`src/rtl/fp32_pkg.sv`:
```
// Shared constants and the S1->S2 payload type for the FP32 multiplier back end.
package fp32_pkg;

    localparam int FP32_BIAS    = 127;
    localparam int FP32_EXP_MAX = 255;
    localparam int FP32_FRAC_W  = 23;

    localparam logic [31:0] FP32_POS_ZERO = 32'h0000_0000;
    localparam logic [31:0] FP32_POS_INF  = 32'h7F80_0000;
    localparam logic [31:0] FP32_NEG_INF  = 32'hFF80_0000;

    // Payload field widths for the default multiplier geometry (8-bit exponents, 24x18 mantissas).
    localparam int MUL_EXP_W  = 9;
    localparam int MUL_PROD_W = 42;
    localparam int MUL_POS_W  = 6;

    typedef struct packed {
        logic                        sign;
        logic                        zero;
        logic [MUL_POS_W-1:0]        pos;
        logic [MUL_PROD_W-1:0]       mag;
        logic signed [MUL_EXP_W-1:0] exp;
    } s1_payload_t;

endpackage

```
`src/rtl/fp32_lzc.sv`:
```
// Leading-one detector: position of the most significant set bit, plus an all-zero flag.
module fp32_lzc #(
    parameter int W = 42
) (
    input  logic [W-1:0]         value,
    output logic [$clog2(W)-1:0] pos,
    output logic                 zero
);

    always_comb begin
        // NOTE: default assigned first so every path drives pos and no latch is inferred.
        pos = '0;
        for (int i = 0; i < W; i++) begin
            if (value[i]) pos = ($clog2(W))'(i);
        end
    end

    assign zero = ~|value;

endmodule

```
`src/rtl/fp32_multiplier_normalize_pack_stage.sv`:
```
// Normalize/round/pack back end of the FP32 multiplier: 2-stage valid/ready pipeline.
// Define FP32_MUL_ROUND_EN for round-to-nearest-even; the default build truncates toward zero.
module fp32_multiplier_normalize_pack_stage
    import fp32_pkg::*;
#(
    parameter int EXPONENT_WIDTH    = 8,
    parameter int MANTISSA_A_WIDTH  = 24,
    parameter int MANTISSA_B_WIDTH  = 18,
    parameter int PRODUCT_FRAC_BITS = 39
) (
    input  logic                                       clk,
    input  logic                                       rst_n,
    input  logic                                       in_valid,
    output logic                                       in_ready,
    input  logic signed [EXPONENT_WIDTH:0]             exponent_in,
    input  logic [MANTISSA_A_WIDTH+MANTISSA_B_WIDTH-1:0] mantissa_in,
    output logic                                       out_valid,
    input  logic                                       out_ready,
    output logic [31:0]                                out_data
);

    localparam int PW       = MANTISSA_A_WIDTH + MANTISSA_B_WIDTH;
    localparam int POS_W    = $clog2(PW);
    localparam int EXP_IN_W = EXPONENT_WIDTH + 1;
    localparam int EB_W     = EXPONENT_WIDTH + 4;
    localparam int SIG_W    = FP32_FRAC_W + 1;
    localparam int LOW_W    = PW - SIG_W;

    localparam logic signed [EB_W-1:0] EXP_OVF = EB_W'(FP32_EXP_MAX);

    logic             s1_valid;
    logic             s1_advance;
    s1_payload_t      s1_d;
    s1_payload_t      s1_q;
    logic [PW-1:0]    in_mag;
    logic [POS_W-1:0] in_pos;
    logic             in_zero;

    assign s1_advance = !out_valid || out_ready;
    assign in_ready   = !s1_valid || s1_advance;

    // Magnitude is PW bits unsigned so the most-negative product still fits.
    assign in_mag = mantissa_in[PW-1] ? (~mantissa_in) + PW'(1) : mantissa_in;

    fp32_lzc #(.W(PW)) u_lzc (
        .value (in_mag),
        .pos   (in_pos),
        .zero  (in_zero)
    );

    always_comb begin
        s1_d      = '0;
        s1_d.sign = mantissa_in[PW-1];
        s1_d.zero = in_zero;
        s1_d.pos  = in_pos;
        s1_d.mag  = in_mag;
        s1_d.exp  = exponent_in;
    end

    // S2: normalize so the leading one sits at the hidden-bit position.
    logic [POS_W-1:0]       shamt;
    logic [FP32_FRAC_W-1:0] frac_pre;
    logic [FP32_FRAC_W-1:0] frac_r;
    logic                   carry;
    logic signed [EB_W-1:0] e_b;
    logic signed [EB_W-1:0] e_r;
    logic [31:0]            pack_word;

    always_comb begin
        shamt    = POS_W'(PW - 1) - s1_q.pos;
        frac_pre = FP32_FRAC_W'((s1_q.mag << shamt) >> LOW_W);
        e_b      = {{(EB_W-EXP_IN_W){s1_q.exp[EXP_IN_W-1]}}, s1_q.exp}
                 + {{(EB_W-POS_W){1'b0}}, s1_q.pos}
                 - EB_W'(PRODUCT_FRAC_BITS)
                 + EB_W'(FP32_BIAS);
    end

`ifdef FP32_MUL_ROUND_EN
    logic [LOW_W-1:0] low_bits;
    logic             guard;
    logic             sticky;
    logic             round_up;

    always_comb begin
        low_bits = LOW_W'(s1_q.mag << shamt);
        guard    = low_bits[LOW_W-1];
        sticky   = |low_bits[LOW_W-2:0];
        round_up = guard && (sticky || frac_pre[0]);
        // Carry-out means the significand reached 2.0: frac wraps to zero and the exponent bumps.
        {carry, frac_r} = {1'b0, frac_pre} + SIG_W'(round_up);
    end
`else
    assign carry  = 1'b0;
    assign frac_r = frac_pre;
`endif

    always_comb begin
        e_r = e_b + {{(EB_W-1){1'b0}}, carry};
        if (s1_q.zero) begin
            pack_word = FP32_POS_ZERO;
        end else if (e_r >= EXP_OVF) begin
            pack_word = s1_q.sign ? FP32_NEG_INF : FP32_POS_INF;
        end else if (e_r[EB_W-1] || e_r == '0) begin
            pack_word = {s1_q.sign, 31'h0};
        end else begin
            pack_word = {s1_q.sign, e_r[7:0], frac_r};
        end
    end

    always_ff @(posedge clk or negedge rst_n) begin
        if (!rst_n) begin
            s1_valid  <= 1'b0;
            out_valid <= 1'b0;
            out_data  <= FP32_POS_ZERO;
        end else begin
            // NOTE: non-blocking so every register samples pre-edge values regardless of order.
            if (in_ready) s1_valid <= in_valid;
            if (s1_advance) begin
                out_valid <= s1_valid;
                if (s1_valid) out_data <= pack_word;
            end
        end
    end

    // NOTE: the payload register has no reset; s1_valid alone qualifies its contents.
    always_ff @(posedge clk) begin
        if (in_valid && in_ready) s1_q <= s1_d;
    end

endmodule

```
`config.mk`:
```
export PLATFORM = sky130hd
export DESIGN_NAME = fp32_multiplier_normalize_pack_stage
export DESIGN_NICKNAME = d
export VERILOG_FILES = /design/src/rtl/fp32_pkg.sv /design/src/rtl/fp32_lzc.sv /design/src/rtl/fp32_multiplier_normalize_pack_stage.sv
export SDC_FILE = /design/constraint.sdc
export NUM_CORES = 1
export LEC_CHECK = 0
export ABC_CLOCK_PERIOD_IN_PS = 7400
export BUFFER_PORTS_ARGS = -buffer_cell sky130_fd_sc_hd__buf_2
export CELL_PAD_IN_SITES_DETAIL_PLACEMENT = 1
export CELL_PAD_IN_SITES_GLOBAL_PLACEMENT = 1
export CORE_ASPECT_RATIO = 2
export CORE_UTILIZATION = 45
export CTS_BUF_LIST = sky130_fd_sc_hd__clkbuf_8
export DETAILED_ROUTE_END_ITERATION = 8
export PLACE_DENSITY_LB_ADDON = 0.3
export SLEW_MARGIN = 20
export SYNTH_ARGS = -nofsm -noshare
export SYNTH_HDL_FRONTEND = slang
export SYNTH_SLANG_ARGS = --single-unit
```
`constraint.sdc`:
```
create_clock -name clk -period 7.4 [get_ports clk]
set_clock_uncertainty 0.15 [all_clocks]
set_input_delay 0.37 -clock clk [delete_from_list [all_inputs] [get_ports clk]]
set_output_delay 0.37 -clock clk [all_outputs]
set_load 0.02 [all_outputs]
```
; Word-level counts from Yosys, hierarchy flattened
; Cells that the tools add are included.
[word_totals]
ff_bits = 93
inputBits = 55
out_inout_bits = 34
[op_classes]
addsub = 5
magnitude_cmp = 1
n_shift = 1
muxes = 45
bitwise_logic = 1
reduce_logical = 12
[op_table]
columns = op, n
row1 = 32-bit 2-to-1 mux, 3
row2 = 5-bit 2-to-1 mux, 16
row3 = 4-bit 2-to-1 mux, 16
row4 = 42-bit by 1-bit adder with 42-bit output (second input constant), 1
row5 = 42-bit 2-to-1 mux, 1
row6 = 42-bit NOT, 1
row7 = 42-bit OR reduction, 1
row8 = 42-bit by 6-bit left shift with 41-bit output, 1
row9 = 31-bit 2-to-1 mux, 1
row10 = 11-bit by 8-bit adder with 12-bit output (second input constant), 1
row11 = 12-bit by 9-bit >= comparator with 1-bit output (second input constant), 1
row12 = 12-bit logical NOT, 1
row13 = 3-bit 2-to-1 mux, 4
row14 = 10-bit by 7-bit subtractor with 11-bit output (second input constant), 1
row15 = 9-bit by 7-bit adder with 10-bit output, 1
row16 = 10-bit OR reduction, 1
row17 = 6-bit subtractor (first input constant), 1
row18 = 2-bit 2-to-1 mux, 2
row19 = 1-bit logical NOT, 3
row20 = 1-bit logical OR, 3
row21 = 1-bit 2-to-1 mux, 2
row22 = 2-bit AND reduction, 1
row23 = 2-bit OR reduction, 1
row24 = 1-bit logical AND, 1

; Longest topological paths before layout
[logic_depth]
depth_word = 43
mapped_depth = 14
depth_no_buf = 12

; Modules after synthesis
; From an unflattened synthesis, not the netlist that was laid out.
[hier_totals]
hier_cells = 776
hier_area_um2 = 7241.9
[modules_own_cells]
columns = module, instances, cells_each, area_each_um2, seq_area_each_um2
row1 = fp32_multiplier_normalize_pack_stage, 1, 688, 6776.5, 2592.5
row2 = fp32_lzc, 1, 88, 465.4, 0.0

; Least setup slack after synthesis
; OpenSTA, ideal clock, no wires.
[synth_path]
kind = register to register
start = register s1_q[52] in the netlist's numbering
end = register out_data[13]
setup_time_ps = 110
t_arrival_ps = 3054
required_ps = 7140
path_slack_ps = 4086
path_stages_with_launch = 15
n_path_buf = 2
synth_period_minus_slack_ps = 3314
cell_sequence = edfxtp_1 -> ha_1 -> ha_1 -> inv_1 -> fa_1 -> nor2b_1 -> o21ai_0 -> a21boi_0 -> o21a_1 -> o211ai_1 -> o2bb2ai_1 -> or2_2 -> clkbuf_1 -> clkbuf_1 -> o41ai_1
[synth_between]
elab_chain_len = 8
elab_cells_between_ends = 11
cone_classes = 4 x add/sub / 1 x order compare / 1 x shift / 3 x mux / 2 x reduce/logical
[synth_rtl]
columns = element, line
row1 = "start, declared", fp32_multiplier_normalize_pack_stage.sv:34  ; s1_payload_t s1_q;
row2 = "start signal, assigned", fp32_multiplier_normalize_pack_stage.sv:127  ; if (in_valid && in_ready) s1_q <= s1_d;
row3 = branches (longest 6 deep; another with 11-bit by 8-bit adder with 12-bit output), n/a
row4 = 32-bit 2-to-1 mux *, fp32_multiplier_normalize_pack_stage.sv:101  ; end else if (e_r >= EXP_OVF) begin
row5 = 32-bit 2-to-1 mux *, fp32_multiplier_normalize_pack_stage.sv:99  ; if (s1_q.zero) begin
row6 = "end signal, assigned", fp32_multiplier_normalize_pack_stage.sv:120  ; if (s1_valid) out_data <= pack_word;
row7 = "end, declared", fp32_multiplier_normalize_pack_stage.sv:19  ; output logic [31:0] out_data
; Every way passes the cells marked *.
; A chain may end at the register's enable or synchronous reset.

; Worst setup path after layout
[layout_path]
start = register s1_q[52] in the netlist's numbering
end = register out_data[22]
; Same word-level chain as after synthesis.

==> out/metrics.cfg <==
[synthesis]
syn_nets = 906
ys_warn_count = 0
ys_seq_area_frac = 0.334
synth-seq-cells = 92
syn_avg_cell_area_sq_um = 9.29
synthArstFlopShare = 0.370
syn-cell-area_sq_mm = 0.00776
synth_cell_type_count = 79
dominantRegCellSynth = edfxtp_1
synth_edf_count = 58
syn_inst = 835

[worst_hold_path]
worstHoldStart = exponent_in[4]
hold_depth = 1
min_path_type = in -> reg
whs_endpoint = s1_q[4]

[clock_network]
htreeDepth = 3
cts_sinks = 92
path_clk_slew_ns = 0.10
clock_latency_ns = 0.38
cts_root_buffer = clkbuf_8
cts_made_buffers = 9
post_cts_resized = 0
post-cts-setup-buffers = 0
cts_tree = built
clock_path_buffers = 2
holdBufCountCts = 6

[grt]
grt_pass1_vias = 7515
grt-busiest-layer = met2
use_met2 = 0.518
met3_usage = 0.0365
grt_pass1_wl_microns = 37400
grt.overflow.total = 0
grt_util_met1 = 0.250
antenna_found_initial = 0
grt_usage = 0.270
grt_max_degree = 60

[sta]
min_period_over_period = 0.564
fin_tns_setup_ns = 0
hold_viol_final = 0
fmax_mhz = 239
slew_headroom = 0.279
fin_crit_ns = 4.18
rsz0062_at_grt = false
worst_pin_slew_ns = 1.08
slew_viol_final = 0
finalSetupViolations = 0

[floorplan]
start_util = 0.463
io_pins = 89
rows = 67
dieWidth_microns = 94.8
coreArea_sq_mm = 0.0168
chipHeight_microns = 188
dieArea_sq_mm = 0.0178

[cells_and_area]
layout-drive-gt1-share = 0.206
diodes = 0
final_nets = 960
synthToLayoutAreaGrowth_pct = 10.1

[worst_setup_path]
setup.worst_path.start = s1_q[52]
path_cells = buf_4 > ha_1 > ha_1 > inv_1 > fa_1 > nor2b_1 > o21ai_0 > a21boi_0 > o21a_1 > o211ai_1 > o2bb2ai_1 > or2_2 > o41ai_1
arrival_ns = 4.29
cp_slowest_cell = buf_4
critPathKind = reg -> reg
worstSetupStartpointType = register
critPathMaxStageDelay_ns = 0.57
crit_fanout = 48
end_kind = register
r2r_end = out_data[22]
r2r_cells = 13
worstPathRequired_ns = 7.51
r2r-start = s1_q[52]
rrSetupSlack_ns = 3.22
cpMostUsedCell = ha_1

[route]
drc = 0
ant_nets = 0
via_per_inst = 6.29
vias = 6920
drtIter0Drc = 280
finalWirelength_microns = 22700
first_pass_iters = 5
wl_per_cell_microns = 20.7

[pwr]
max-vdd-ir-drop_mv = 0.107
p_total_mw = 1.57
powerDensity_mw_per_mm2 = 183
leakage_nw = 3.26

[place]
io_buffers = 88
hpwl_microns = 18500
gp_congestion = 1.04

[run]
cap_violations = 0

[run_status]
status = completed

metal layers:
layer	wire length (microns)	part of all wire
met2	13000	0.57
met3	604	0.027
met5	0	0
met4	1450	0.064
met1	7670	0.34
cell families (layout without fill, tap and decap cells):
logic type	after synthesis	count (layout)	share of synthesized area
xor gates and xnor gates	46	46	0.0529
DFF	92	92	0.334
and+or+nand+nor	279	279	0.179
AOI/OAI and AO/OA	230	230	0.205
buffers and inverters	101	159	0.0511
adders and majority gates	16	16	0.0268
muxes	71	71	0.151
worst max-delay path, delay by kind of cell, from the launching register on:
kind	cells	cell delay (ns)
buf+inv	2	0.63
simple gates	2	0.70
compound gates	6	1.42
flops	1	0.34
fa+ha+maj	3	0.82
stage by stage:
stage	std cells	utilization	setup slack [ns]	hold slack [ns]	area [sq um]
6_report	1100	0.509	3.22	0.0177	8540
5_1_grt	1100	0.509	2.88	0.00247	8540
4_1_cts	1100	0.509	3.28	0.00209	8540
3_5_place_dp	1079	0.495	3.30	0.314	8300
3_3_place_gp	1079	0.495	3.51	0.306	8300
2_1_floorplan	835	-	4.09	-0.0756	7760
state kept, by name (all words and copies together) (netlist names):
| name | count |
|---|---|
| s1_valid | 1 |
| s1_q | 58 |
| out_valid | 1 |
| out_data | 32 |
Yosys cell counts, types with 5 or more instances:
master	n	area share
nand2_1	118	0.057
edfxtp_1	58	0.22
o21ai_0	58	0.037
clkbuf_1	52	0.025
inv_1	38	0.018
nor2_1	38	0.018
mux4_2	36	0.10
dfrtp_1	34	0.11
a21oi_1	33	0.021
xnor2_1	30	0.034
o31ai_1	28	0.027
mux2i_1	27	0.035
nand3_1	22	0.014
nor3_1	21	0.014
o41ai_1	18	0.020
ha_1	15	0.024
o211ai_1	15	0.015
xor2_1	15	0.017
a31oi_1	10	0.0081
or3_1	10	0.0081
nand2b_1	9	0.0073
mux2_2	8	0.012
nor4_1	8	0.0065
nor2b_1	7	0.0056
o22ai_1	7	0.0056
a211oi_1	6	0.0058
buf_1	6	0.0029
o21a_1	6	0.0058
a21o_1	5	0.0048
nand3b_1	5	0.0048
nand4_1	5	0.0040
or2_2	5	0.0040
where the power goes:
group / switching [mW] / internal [mW] / total [mW] / leakage (nW)
clock: 0.187 / 0.126 / 0.313 / 0.0875
sequential: 0.0327 / 0.605 / 0.638 / 1.01
combinational: 0.382 / 0.233 / 0.614 / 2.17
total: 0.601 / 0.964 / 1.57 / 3.26
cell type report:
class	instances	area (sq um)
Inverter	39	146
Timing Repair Buffer	105	583
Tap cell	207	259
Clock inverter	6	51.3
Multi-Input combinational cell	642	4790
Sequential cell	92	2590
Clock buffer	9	124
Fill cell	1969	8220
worst max path at each step:
stage               slack (ns)      endpoint  cells after the start
CTS                       3.28   out_data[2]                     13
global placement          3.51      s1_q[52]                     10
finish                    3.22  out_data[22]                     13
floorplan                 4.09  out_data[13]                     14
detailed placement        3.30  out_data[22]                     13
global route              2.88   out_data[7]                     13
cells in the final DEF, fill, tap and decap left out, types with 7 or more instances in the layout:
cell	Yosys	layout
nor4_1	8	8
o21ai_0	58	58
nor2b_1	7	7
a21oi_1	33	33
nand3_1	22	22
o31ai_1	28	28
mux2_2	8	8
ha_1	15	15
mux4_2	36	36
edfxtp_1	58	58
clkbuf_8	0	9
xor2_1	15	14
nand2b_1	9	9
a31oi_1	10	10
buf_2	2	88
nor2_1	38	38
buf_4	0	11
mux2i_1	27	27
nor3_1	21	21
o22ai_1	7	7
dfrtp_1	34	34
nand2_1	118	117
o41ai_1	18	18
o211ai_1	15	15
or3_1	10	10
inv_1	38	38
xnor2_1	30	29
(Power assumes the default switching activity.)
